[src/rtl/csm_pkg.sv]
// csm_pkg: shared FSM state type, default widths and nibble count for the coefficient sequencer
package csm_pkg;
  typedef enum logic [1:0] {IDLE, ISSUE, WAIT, DONE} state_t;
  localparam int CSM_COEF_WIDTH = 16;
  localparam int CSM_BASE_WIDTH = 21;
  localparam int CSM_TIMEOUT = 8;
  localparam int NIBBLES = CSM_COEF_WIDTH / 4;
endpackage

[src/rtl/csm_nibble_accum.sv]
// csm_nibble_accum: shift-and-accumulate of base-block partial products, negated on read
// Ports: clk/reset; i_clr clears; i_add adds i_data << 4*i_shift; i_neg selects -acc on o_acc.
module csm_nibble_accum
  import csm_pkg::*;
#(
  parameter int BASE_WIDTH = CSM_BASE_WIDTH,
  parameter int ACC_WIDTH = CSM_BASE_WIDTH + CSM_COEF_WIDTH,
  parameter int KW = 2
)(
  input  logic                  clk,
  input  logic                  reset,
  input  logic                  i_clr,
  input  logic                  i_add,
  input  logic [KW-1:0]         i_shift,
  input  logic [BASE_WIDTH-1:0] i_data,
  input  logic                  i_neg,
  output logic [ACC_WIDTH-1:0]  o_acc
);
  logic [ACC_WIDTH-1:0] r_acc;
  always_ff @(posedge clk)
    if (reset || i_clr) r_acc <= '0;
    else if (i_add) r_acc <= r_acc + (ACC_WIDTH'(i_data) << {i_shift, 2'b00});
  assign o_acc = i_neg ? -r_acc : r_acc;
endmodule

[src/rtl/csm_coeff_sequencer.sv]
// csm_coeff_sequencer: walks a coefficient nibble by nibble through a shared base block and accumulates a signed product
// Ports: coef_in_vld/rdy/coef_in/coef_sign request; polynomial/base_req_vld to base block;
//        base_data/base_data_vld from base block; prod_out/prod_vld/prod_rdy result; busy, err_timeout status.
module csm_coeff_sequencer
  import csm_pkg::*;
#(
  parameter int COEF_WIDTH = CSM_COEF_WIDTH,
  parameter int BASE_WIDTH = CSM_BASE_WIDTH,
  parameter int ACC_WIDTH = BASE_WIDTH + COEF_WIDTH,
  parameter int TIMEOUT = CSM_TIMEOUT
)(
  input  logic                  clk,
  input  logic                  reset,
  input  logic                  coef_in_vld,
  output logic                  coef_in_rdy,
  input  logic [COEF_WIDTH-1:0] coef_in,
  input  logic                  coef_sign,
  output logic [3:0]            polynomial,
  output logic                  base_req_vld,
  input  logic [BASE_WIDTH-1:0] base_data,
  input  logic                  base_data_vld,
  output logic [ACC_WIDTH-1:0]  prod_out,
  output logic                  prod_vld,
  input  logic                  prod_rdy,
  output logic                  busy,
  output logic                  err_timeout
);
  localparam int NIB = COEF_WIDTH / 4;
  localparam int KW = NIB > 1 ? $clog2(NIB) : 1;
  localparam int CW = $clog2(TIMEOUT) + 1;
  state_t r_state, w_next;
  logic [COEF_WIDTH-1:0] r_coef;
  logic r_sign;
  logic [KW-1:0] r_k, w_skip_k;
  logic [CW-1:0] r_cnt;
  logic [3:0] w_nib;
  logic w_last, w_skip_any, w_accept, w_add, w_tmo;
  logic [ACC_WIDTH-1:0] w_acc;
  assign w_nib = r_coef[{r_k, 2'b00} +: 4];
  assign w_last = r_k == KW'(NIB - 1);
  assign w_accept = r_state == IDLE && coef_in_vld;
  // Lowest nonzero nibble above k, so runs of zero nibbles cost one cycle total
  always_comb begin
    w_skip_any = 1'b0;
    w_skip_k = r_k;
    for (int j = NIB - 1; j >= 0; j--)
      if (j > int'(r_k) && r_coef[4*j +: 4] != 4'd0) begin
        w_skip_any = 1'b1;
        w_skip_k = KW'(j);
      end
  end
  always_comb begin
    w_next = r_state;
    w_add = 1'b0;
    w_tmo = 1'b0;
    case (r_state)
      IDLE:  w_next = coef_in_vld ? ISSUE : IDLE;
      ISSUE: w_next = w_nib != 4'd0 ? WAIT : (w_skip_any ? ISSUE : DONE);
      WAIT:
        if (base_data_vld) begin
          w_add = 1'b1;
          w_next = w_last ? DONE : ISSUE;
        end else if (r_cnt == CW'(TIMEOUT - 1)) begin
          w_tmo = 1'b1;
          w_next = IDLE;
        end
      DONE:  w_next = prod_rdy ? IDLE : DONE;
      default: w_next = IDLE;
    endcase
  end
  always_ff @(posedge clk)
    if (reset) begin
      r_state <= IDLE;
      r_coef <= '0;
      r_sign <= 1'b0;
      r_k <= '0;
      r_cnt <= '0;
    end else begin
      r_state <= w_next;
      r_cnt <= r_state == WAIT ? r_cnt + 1'b1 : '0;
      if (w_accept) begin
        r_coef <= coef_in;
        r_sign <= coef_sign;
        r_k <= '0;
      end else if (r_state == ISSUE && w_nib == 4'd0 && w_skip_any) r_k <= w_skip_k;
      else if (w_add && !w_last) r_k <= r_k + 1'b1;
    end
  csm_nibble_accum #(.BASE_WIDTH(BASE_WIDTH), .ACC_WIDTH(ACC_WIDTH), .KW(KW)) u_accum (
    .clk(clk),
    .reset(reset),
    .i_clr(w_accept || w_tmo),
    .i_add(w_add),
    .i_shift(r_k),
    .i_data(base_data),
    .i_neg(r_sign),
    .o_acc(w_acc)
  );
  assign coef_in_rdy = r_state == IDLE;
  assign busy = r_state != IDLE;
  assign base_req_vld = r_state == ISSUE && w_nib != 4'd0;
  assign polynomial = base_req_vld ? w_nib : 4'd0;
  assign prod_vld = r_state == DONE;
  assign prod_out = prod_vld ? w_acc : '0;
  assign err_timeout = w_tmo;
endmodule

[config.mk]
export PLATFORM = sky130hd
export DESIGN_NAME = csm_coeff_sequencer
export DESIGN_NICKNAME = d
export VERILOG_FILES = /design/src/rtl/csm_pkg.sv /design/src/rtl/csm_nibble_accum.sv /design/src/rtl/csm_coeff_sequencer.sv
export SDC_FILE = /design/constraint.sdc
export NUM_CORES = 1
export LEC_CHECK = 0
export ABC_AREA = 1
export BUFFER_PORTS_ARGS = -buffer_cell sky130_fd_sc_hd__buf_4
export CORE_AREA = 2 2 99 125
export CTS_CLUSTER_SIZE = 8
export DETAILED_ROUTE_END_ITERATION = 8
export DIE_AREA = 0 0 101 127
export PLACE_DENSITY = 0.82
export SYNTH_ARGS = -nofsm -noshare
export SYNTH_HDL_FRONTEND = slang
export SYNTH_SLANG_ARGS = --single-unit
[constraint.sdc]
create_clock -name clk -period 2.9 [get_ports clk]
set_clock_uncertainty 0.1 [all_clocks]
set_input_delay 0.58 -clock clk [delete_from_list [all_inputs] [get_ports clk]]
set_output_delay 0.58 -clock clk [all_outputs]
set_load 0.01 [all_outputs]
# After elaboration in Yosys (flattened, before gate mapping)
# Cells that the tools add are included.
[word_totals]
regBits = 62
in_bits = 43
wordCells = 69
[op_classes]
addsub = 4
magnitude_cmp = 3
n_eq_ne = 7
shifts = 2
muxes = 24
n_bitwise = 1
reduce_logical = 22
[ops]
columns = ["cell", "count"]
rows = [
  ["two-way mux 37 bit", 2],
  ["adder 37 bit", 1],
  ["negator 37 bit", 1],
  ["<< shifter 21 x 4 -> 37 bit", 1],
  ["two-way mux 2 bit", 11],
  ["nonzero test 4 bit", 4],
  ["variable part select 16 x 5 -> 4 bit", 1],
  ["two-way mux 1 bit", 9],
  ["logical AND 1 bit", 8],
  ["one-hot mux 2 bit (4 select lines)", 1],
  ["== test 2 bit (second input constant)", 3],
  ["adder 4 x 1 -> 4 bit (second input constant)", 1],
  ["== test 4 x 3 -> 1 bit (second input constant)", 1],
  ["> comparator 2 bit (first input constant)", 2],
  ["logical NOT 4 bit", 1],
  ["two-way mux 4 bit", 1],
  ["!= test 4 bit (second input constant)", 1],
  ["nonzero test 2 bit", 2],
  ["OR reduction 2 bit", 2],
  ["!= test 3 bit (second input constant)", 1],
  ["adder 2 x 1 -> 2 bit (second input constant)", 1],
  ["== test 2 x 1 -> 1 bit (second input constant)", 1],
  ["> comparator 1 x 2 -> 1 bit (first input constant)", 1],
  ["logical NOT 2 bit", 1],
  ["4 further kinds", 5],
]

# Longest topological paths before layout
[depth]
depth_word = 8
depth_mapped = 20

# Modules after synthesis
# From an unflattened synthesis, not the netlist that was laid out.
[unflattened]
cells_unflattened = 1298
hier_area_um2 = 7188.1
[modules_own_cells]
columns = ["mod", "n_inst", "cells_per_inst", "area_each_um2", "seq_area_each_um2"]
rows = [
  ["csm_nibble_accum", 1, 1021, 5582.9, 740.7],
  ["csm_coeff_sequencer", 1, 277, 1605.3, 500.5],
]

# Worst setup path before layout
# OpenSTA, ideal clock, no wires.
[synth_timing]
path_type = "register -> register"
start = "reg r_k[0]"
end = "reg u_accum.r_acc[16]"
setup_time_ns = 0.115
t_arrival_ns = 2.436
slack_ns = 0.248
path_stages_with_launch = 16
n_path_buf = 3
period_less_slack_ns = 2.652
path_cell_list = "dfxtp_1 buf_6 buf_6 clkbuf_1 nor3_1 ha_1 fa_1 nand3_1 nand3_1 nand2_1 nand3_1 nand2_1 nand2_1 xor2_1 o21ai_0 inv_1"
[synth_between]
elab_chain_len = 2
[synth_rtl]
columns = ["element", "line_no", "text"]
rows = [
  ["start, declared", "csm_coeff_sequencer.sv:34", "logic [KW-1:0] r_k, w_skip_k;"],
  ["start signal, assigned", "csm_coeff_sequencer.sv:85", "end else if (r_state == ISSUE && w_nib == 4'd0 && w_skip_any) r_k <= w_skip_k;"],
  ["start signal, assigned", "csm_coeff_sequencer.sv:86", "else if (w_add && !w_last) r_k <= r_k + 1'b1;"],
  ["<< shifter 21 x 4 -> 37 bit", "csm_nibble_accum.sv:22", "else if (i_add) r_acc <= r_acc + (ACC_WIDTH'(i_data) << {i_shift, 2'b00});"],
  ["adder 37 bit", "csm_nibble_accum.sv:22", ""],
  ["end signal, assigned", "csm_nibble_accum.sv:22", ""],
  ["end, declared", "csm_nibble_accum.sv:19", "logic [ACC_WIDTH-1:0] r_acc;"],
]
# Every way passes these cells.
# A chain may end at the register's enable or synchronous reset.

# Worst setup path after layout
[layout_timing]
start = "reg r_k[0]"
end = "reg u_accum.r_acc[31]"
# Same word-level chain as after synthesis.

==> reports/results.tsv <==
metric	value	unit
grt_pass1_wl	37700	um
dr_total_vias	8474	
final_area	8420	sq um
die_y	127	um
dp.cells	1484	
place_area	7890	sq um
clkSinkCount	62	
rows	44	
hold_viol_final	0	
path_clk_slew	60	ps
crit_path_start_kind	flip-flop	
hp-class	reg -> reg	
synth_cells	1247	
htreeDepth	3	
cp.arrival	2990	ps
layout_common_cells	nand2_1 (339), inv_1 (199), nor2_1 (156)	
grt_max_degree	43	
antenna_left	0	
critical_path_class	reg -> reg	
initial_utilization	59.4	%
final_common_cell	nand2_1	
rsz0062_at_grt	true	
fmax	352	MHz
ys_seq_elements	62	
post_drt_wl_per_cell	16.2	um
stdcell_count	1510	
worstPathMaxFanout	16	
drive_gt1_share	15.7	%
core	11600	sq um
drc_errors	0	
area_delta_synth_final	22.4	%
dp_worst_setup_slack	-21.9	ps
powerDensity	517	nW/um^2
cts.path.max_buffers	2	
status	completed	
hpwl	19900	um
syn_avg_cell_area	5.51	sq um
fp.dieW	101	um
clock-root-buffer	clkbuf_16	
drtIter0Drc	492	
synth_nets	1329	
max_slew_margin	48.7	%
cap_violations	0	
avgViaCountPerCell	5.61	
antenna_found_initial	0	
setup_violations	0	
required	3050	ps
clock_latency	340	ps
cts_buffers	9	
synth_warnings	0	
maxSlewViolCount	0	
worst_pin_slew	769	ps
grt_use_total	37.8	%
n_fill_cell	1043	
diodes	0	
cts_tree	built	
p_leak	4.57	nW
die_area	12800	sq um
port_buffers	88	
nets	1449	
io_pins	89	
netlist_area	6870	sq um
place_congestion	1.03	
fin_ws	57.3	ps
grt_pass1_vias	7841	
period_needed	2840	ps
finalCritPeriodShare	98.0	%
synth_cell_type_count	42	
dr.pass1.iters	5	
totalWireLength	24500	um
endpoint_kind	flip-flop	
grt_overflow	0	
peakVddDrop	429	uV
seq_area_frac_synth	18.1	%
[final cells by class]
cell class,instances,area (sq um),area share [%]
inverters,208,791,9.40
flip-flops and latches,62,1250,14.8
well taps,138,173,2.05
repair buffers,141,1100,13.0
multi-input cells,945,4820,57.3
clock buffers,9,225,2.68
clock inverters,7,62.6,0.743
[cell families (layout without fill, tap and decap cells)]
| family | count (synthesis) | count (layout) | share of synthesized area, % |
|---|---|---|---|
| and+or+nand+nor | 660 | 660 | 40.2 |
| adders and majority gates | 39 | 39 | 7.21 |
| xor gates and xnor gates | 14 | 14 | 1.78 |
| buffers and inverters | 240 | 365 | 13.6 |
| AOI/OAI and AO/OA | 214 | 214 | 16.5 |
| muxes | 18 | 18 | 2.62 |
| DFF | 62 | 62 | 18.1 |
[state kept, by name, summed over array words and instances (netlist names)]
name           count
r_k                2
r_coef            16
r_sign             1
r_state            2
u_accum.r_acc     37
r_cnt              4
[synthesized netlist by cell type (all sizes together)]
master,count,area (sq um)
nand2,354,1350
inv,205,772
nor2,166,648
a21oi,105,526
o21ai,93,488
nand3,89,475
dfxtp,62,1240
ha,38,475
nor3,23,115
clkbuf,21,78.8
mux2i,18,180
xor2,12,105
buf,11,73.8
nand4,10,62.6
o21bai,7,52.6
nor4,5,31.3
o21a,5,37.5
or2,4,25.0
and2,3,18.8
clkinv,3,11.3
and3,2,12.5
nand3b,2,15.0
xnor2,2,17.5
fa,1,20.0
nand2b,1,6.26
nor3b,1,7.51
o2111ai,1,8.76
o211ai,1,7.51
o22ai,1,6.26
o31ai,1,7.51
[power breakdown]
group	switching, mW	internal [mW]
Combinational	1.42	0.825
Sequential	0.0930	0.935
Clock	0.479	0.600
Total	1.99	2.36
[per-stage QoR]
step / power (mW) / hold WS, ps / setup TNS, ps / utilization, %
global route: 4.62 / 385 / -693 / 72.8
finish: 4.35 / 350 / 0 / 72.8
global placement: 3.03 / 326 / 0 / 68.2
detailed placement: 3.07 / 343 / -21.9 / 68.2
CTS: 4.21 / 357 / 0 / 71.5
floorplan: 2.44 / 318 / 0 / -
[timing repair]
action,CTS,global route
setup buffers,3,6
hold buffers,0,0
gates cloned,1,0
setup endpoints to repair,7,39
gates resized for setup,6,38
pin swaps,3,10
[path summary, 6_finish.rpt]
path	from	endpoint	slack [ps]	cells past startpoint
min	r_cnt[0]	r_cnt[0]	350	1
max reg2reg	r_k[0]	u_accum.r_acc[31]	60	11
min reg2reg	r_cnt[0]	r_cnt[0]	350	1
max	r_k[0]	u_accum.r_acc[31]	60	11
[per-layer routing]
metal  wire, um  vias up  track usage, %
met5          0        -               0
met1       8860     3753            39.6
met4       1880        0            25.8
met2      12200      396            67.6
met3       1610      117            6.84
li1           -     4208               -
[worst max-delay path, stage by stage (launching register included)]
cell       delay (ps)
dfxtp_2           360
bufbuf_16         310
mux2i_1           320
o21ai_0           200
ha_1              390
nand2_1           130
nor4_1            450
nand3_1           200
nand3_1           110
nand3_1            70
nand2_1            70
inv_1              30
No activity file was read; power rests on OpenSTA's default activity.
